===== src/rtl/seven_segment_mux_counter.sv =====
// rtl/seven_segment_mux_counter.sv - multi-digit BCD/hex up/down counter with muxed 7-segment scan
module seven_segment_mux_counter #(
    parameter int DIGITS     = 4,
    parameter int TICK_WIDTH = 24,
    parameter int SCAN_WIDTH = 10
) (
    input  logic                  clk,
    input  logic                  resetb,
    input  logic                  count_en,
    input  logic                  up_down,
    input  logic                  hex_mode,
    input  logic                  blank_lz,
    input  logic                  clear,
    input  logic [TICK_WIDTH-1:0] tick_compare,
    output logic [6:0]            segments,
    output logic [DIGITS-1:0]     digit_sel,
    output logic [4*DIGITS-1:0]   count_value,
    output logic                  tick,
    output logic                  overflow
);

    localparam int IDX_W = (DIGITS > 1) ? $clog2(DIGITS) : 1;
    localparam logic [IDX_W-1:0] LAST_IDX = IDX_W'(DIGITS - 1);

    logic [TICK_WIDTH-1:0] presc;
    logic [SCAN_WIDTH-1:0] scan_cnt;
    logic [IDX_W-1:0]      scan_idx;
    logic [4*DIGITS-1:0]   next_value;
    logic                  carry;
    logic [3:0]            d;
    logic [3:0]            nd;
    logic [3:0]            max_d;
    logic                  run;
    logic [DIGITS-1:0]     lz_blank;
    logic [3:0]            cur_digit;
    logic                  cur_blank;

    // Values above 9 in decimal mode are leftovers from hex mode and display blank.
    function automatic logic [6:0] glyph(input logic [3:0] v, input logic hex);
        logic [6:0] g;
        g = 7'b0000000;
        case (v)
            4'h0: g = 7'b0111111;
            4'h1: g = 7'b0000110;
            4'h2: g = 7'b1011011;
            4'h3: g = 7'b1001111;
            4'h4: g = 7'b1100110;
            4'h5: g = 7'b1101101;
            4'h6: g = 7'b1111101;
            4'h7: g = 7'b0000111;
            4'h8: g = 7'b1111111;
            4'h9: g = 7'b1101111;
            4'hA: g = 7'b1110111;
            4'hB: g = 7'b1111100;
            4'hC: g = 7'b0111001;
            4'hD: g = 7'b1011110;
            4'hE: g = 7'b1111001;
            4'hF: g = 7'b1110001;
            default: g = 7'b0000000;
        endcase
        if (!hex && v > 4'd9) begin
            g = 7'b0000000;
        end
        return g;
    endfunction

    always_ff @(posedge clk or negedge resetb) begin
        if (!resetb) begin
            presc <= '0;
            tick  <= 1'b0;
        end else if (clear || tick_compare == '0) begin
            presc <= '0;
            tick  <= 1'b0;
        end else if (presc == tick_compare) begin
            presc <= '0;
            tick  <= 1'b1;
        end else begin
            presc <= presc + TICK_WIDTH'(1);
            tick  <= 1'b0;
        end
    end

    // Ripple carry/borrow across the digits; whatever survives the top digit is the wrap.
    always_comb begin
        next_value = count_value;
        carry      = 1'b1;
        d          = 4'd0;
        nd         = 4'd0;
        max_d      = hex_mode ? 4'hF : 4'd9;
        for (int i = 0; i < DIGITS; i++) begin
            d  = count_value[4*i +: 4];
            nd = d;
            if (carry) begin
                if (up_down) begin
                    if (d >= max_d) begin
                        nd = 4'd0;
                    end else begin
                        nd    = d + 4'd1;
                        carry = 1'b0;
                    end
                end else begin
                    if (d == 4'd0) begin
                        nd = max_d;
                    end else if (!hex_mode && d > 4'd9) begin
                        nd    = 4'd8;
                        carry = 1'b0;
                    end else begin
                        nd    = d - 4'd1;
                        carry = 1'b0;
                    end
                end
            end
            next_value[4*i +: 4] = nd;
        end
    end

    always_ff @(posedge clk or negedge resetb) begin
        if (!resetb) begin
            count_value <= '0;
            overflow    <= 1'b0;
        end else if (clear) begin
            count_value <= '0;
            overflow    <= 1'b0;
        end else if (tick && count_en) begin
            count_value <= next_value;
            overflow    <= carry;
        end else begin
            overflow    <= 1'b0;
        end
    end

    // A digit is a leading zero when it and every digit above it are zero; digit 0 never blanks.
    always_comb begin
        run      = 1'b1;
        lz_blank = '0;
        for (int i = DIGITS - 1; i >= 0; i--) begin
            run         = run && (count_value[4*i +: 4] == 4'd0);
            lz_blank[i] = run && (i != 0);
        end
    end

    always_comb begin
        cur_digit = 4'd0;
        cur_blank = 1'b0;
        for (int i = 0; i < DIGITS; i++) begin
            if (scan_idx == IDX_W'(i)) begin
                cur_digit = count_value[4*i +: 4];
                cur_blank = lz_blank[i];
            end
        end
    end

    always_ff @(posedge clk or negedge resetb) begin
        if (!resetb) begin
            scan_cnt  <= '0;
            scan_idx  <= '0;
            digit_sel <= '0;
            segments  <= 7'b0000000;
        end else begin
            scan_cnt <= scan_cnt + SCAN_WIDTH'(1);
            if (&scan_cnt) begin
                scan_idx <= (scan_idx == LAST_IDX) ? '0 : scan_idx + IDX_W'(1);
            end
            digit_sel <= DIGITS'(1) << scan_idx;
            segments  <= (blank_lz && cur_blank) ? 7'b0000000 : glyph(cur_digit, hex_mode);
        end
    end

endmodule

===== config.mk =====
export PLATFORM = sky130hd
export DESIGN_NAME = seven_segment_mux_counter
export DESIGN_NICKNAME = d
export VERILOG_FILES = /design/src/rtl/seven_segment_mux_counter.sv
export SDC_FILE = /design/constraint.sdc
export NUM_CORES = 1
export LEC_CHECK = 0
export ABC_AREA = 0
export BUFFER_PORTS_ARGS = -buffer_cell sky130_fd_sc_hd__buf_2
export CAP_MARGIN = 10
export CORE_UTILIZATION = 30
export DETAILED_ROUTE_END_ITERATION = 7
export HOLD_SLACK_MARGIN = 0.1
export REMOVE_ABC_BUFFERS = 1
export SLEW_MARGIN = 0
export SYNTH_ARGS = -nofsm -noshare
export SYNTH_HDL_FRONTEND = slang
export SYNTH_SLANG_ARGS = --single-unit

===== constraint.sdc =====
create_clock -name clk -period 2.2 [get_ports clk]
set_input_delay 0.22 -clock clk [delete_from_list [all_inputs] [get_ports clk]]
set_output_delay 0.22 -clock clk [all_outputs]
set_load 0.005 [all_outputs]

==> metrics.txt <==
RR Startpoint=count_value[0]; placed instance count=785; worst slew pin tran=0.638 ns; Cell Pwr Density=487 mW/mm2; starting density of the core=31.3%; EDFF count, synth=0; CP required=2.46 ns; clock root buffer=clkbuf_16; Sw Ratio=23.4%; Critical Path Source Type=flop; sequential share of power=40.6%; grt ovf=0; Critical Path Sink=count_value[7]; area occupied by multi-input gates=0.00303 mm2; total CTS buffers=9; switching power=0.696 mW; clock power share=52.8%; Ys Warns=0; Final Hold Fails=0; P_leak=2.76 nW; cell family with most CP delay=compound AO/OA/AOI/OAI gates; TritonCTS clock tree=yes; Ant. Diodes=0; Buffers on Ports=59; ys async rst share=100%; Max stage delay on crit path=0.50 ns; Worst VDD drop=0.000337 V; H-tree depth=3; Worst Setup Path Type=flop to flop; CP Capture Type=flop; Antenna Nets Post-Route=0; initial antenna violation count=0; clock sink total=65; First-pass DRT Iterations=4; Worst Setup SP=count_value[0]; register area=0.00163 mm2; core area=0.0148 mm2; gr usage total=15.9%; DR WL/cell=15.5 um; drt via density=5.26; Skew-Pair Late Insertion Delay=0.33 ns; Longest Clk Path Bufs=2; share of layout cells above drive strength 1=30.4%; max-slew violations=0; Max Cap Violations=0; Die Y=126 um; Primary FF master, synth=dfrtp_1; Cell Area, Synth=0.00461 mm2; Final Critical Period=2.17 ns; Post-Route WL=12.5 mm; Worst Clk Skew=0.00350 ns; period utilization=98.8%; # DRC=0; Yosys reg bits=65; RSZ-0062 raised after global routing=true; worst path bufs/invs=3; cell-by-cell trace of the critical path=inv_1, ha_4, or4b_4, buf_6, a21o_1, buf_4, a311o_1, a21oi_1; Setup TNS=0 ns; Worst Hold Class=primary input to flop; Final Setup Violations=0; Reg clk slew, reported paths=0.06 ns; Internal Power=2.28 mW; first-pass GRT wire length=20.4 mm; fin cells=806; # fillers=1447; total power=2.97 mW; DR vias=4243; largest net degree at the start of global routing=28; placed wire-length estimate=9.23 mm; Seq/Total Area, Yosys=35.3%; count of different cell masters after synthesis=68; # IOs=60; crit-path max FO=4; FP Rows=44; Crit. path cell count=8; Layout Area Growth over Synthesis=32.4%; die area=0.0159 mm2; GPL Wtd Cong=0.834; worst flop-to-flop path endpoint=count_value[7]; die width=126 um; # nets final=682; Reg2Reg Depth=8; DR iter-0 viols=164; Logic pwr share=6.6%; WP data arrival=2.43 ns; maximum clock frequency=0.460 GHz; vias in the first global route=4162; relative slew slack=57.5%; Reg2Reg Setup Slack=0.03 ns; Slowest-stage cell, CP=or4b_4; status=finished clean; Gate Count Post-Synth=510; syn avg cell area=9.05 um2
[placed cells by master (no fill, tap or decap), types with 17 or more instances in the layout]
cell,n
a21oi_1,26
inv_1,18
xor2_1,44
nand3_1,20
nand2_1,29
buf_4,54
ha_1,25
dfrtp_1,63
o21ai_0,17
nor2_1,43
buf_2,59
[worst min-delay path by stage]
stage                       from               to  cells past startpoint
after global routing       clear  count_value[11]                      2
final                      clear  count_value[11]                      2
after detailed placement  resetb         presc[2]                      1
after floorplan           resetb   count_value[0]                      0
after CTS                  clear   count_value[7]                      2
after global placement    resetb         presc[2]                      1
[worst register-to-register path: stages, from the launching register on]
cell and delay (ns):
dfrtp_1 0.38, inv_1 0.12, ha_4 0.15, or4b_4 0.50
buf_6 0.16, a21o_1 0.23, buf_4 0.17, a311o_1 0.26
a21oi_1 0.13
[final cells by class]
type | count | share of cell area, %
clock buffers | 9 | 3.69
clock inverters | 7 | 1.66
inverters | 22 | 1.43
multi-input cells | 398 | 49.5
flip-flops and latches | 65 | 26.7
well taps | 184 | 3.77
repair buffers | 121 | 13.2
[sequential cells by signal (all words and copies together) (netlist names)]
register,count
scan_cnt,10
tick,1
presc,24
scan_idx,2
overflow,1
digit_sel,4
count_value,16
segments,7
[cell families after synthesis]
| group | after synthesis | share of synthesized area [%] |
|---|---|---|
| simple gates | 175 | 20.2 |
| fa+ha+maj | 34 | 9.22 |
| xor+xnor | 56 | 10.6 |
| flops | 65 | 35.3 |
| compound gates | 128 | 19.4 |
| buf+inv | 47 | 4.29 |
| mux | 5 | 1.08 |
[per-stage QoR]
stage | worst slack (ns) | cell area (um2) | utilization, % | hold WS (ns)
after floorplan | -0.0886 | 4500 | - | -0.0756
after detailed placement | -0.115 | 5460 | 37.0 | 0.282
final | 0.0271 | 6110 | 41.4 | 0.321
after global placement | -0.0294 | 5460 | 37.0 | 0.270
after CTS | 0.00239 | 5810 | 39.4 | 0.329
after global routing | -0.0730 | 6110 | 41.4 | 0.339
[what timing repair did]
action / CTS / global route
cloned: 0 / 0
pin swaps: 2 / 15
endpoints found under the setup margin: 7 / 15
hold buffers: 1 / 0
resized for setup: 5 / 55
setup buffers: 0 / 9
hold endpoints to repair: 24 / 0
[layer usage]
| metal | wire (um) | share of wire (%) | up-vias | track usage, % |
|---|---|---|---|---|
| met3 | 485 | 3.9 | 15 | 2.59 |
| met2 | 6180 | 50 | 108 | 26.8 |
| met1 | 5610 | 45 | 2054 | 20.6 |
| li1 | - | - | 2066 | - |
| met5 | 0 | 0 | - | 0 |
| met4 | 196 | 1.6 | 0 | 5.39 |
[power groups by stage]
stage / logic, mW / clock network (mW) / registers [mW]
after floorplan: 0.0757 / 0 / 1.23
final: 0.197 / 1.57 / 1.21
after global routing: 0.221 / 1.66 / 1.21
after CTS: 0.195 / 1.61 / 1.21
after global placement: 0.189 / 0 / 1.23
after detailed placement: 0.193 / 0 / 1.23
[cell usage after synthesis (12+ instances only)]
cell,instances,area [um2]
clkbuf_1,14,52.6
nor2_1,46,173
nand2_1,32,120
o21ai_0,18,90.1
ha_1,34,425
inv_1,22,82.6
nand3_1,20,100
a21oi_1,29,145
xor2_1,44,385
nor4_1,12,75.1
dfrtp_1,65,1630
xnor2_1,12,105
Power figures use the tool's default switching activity.
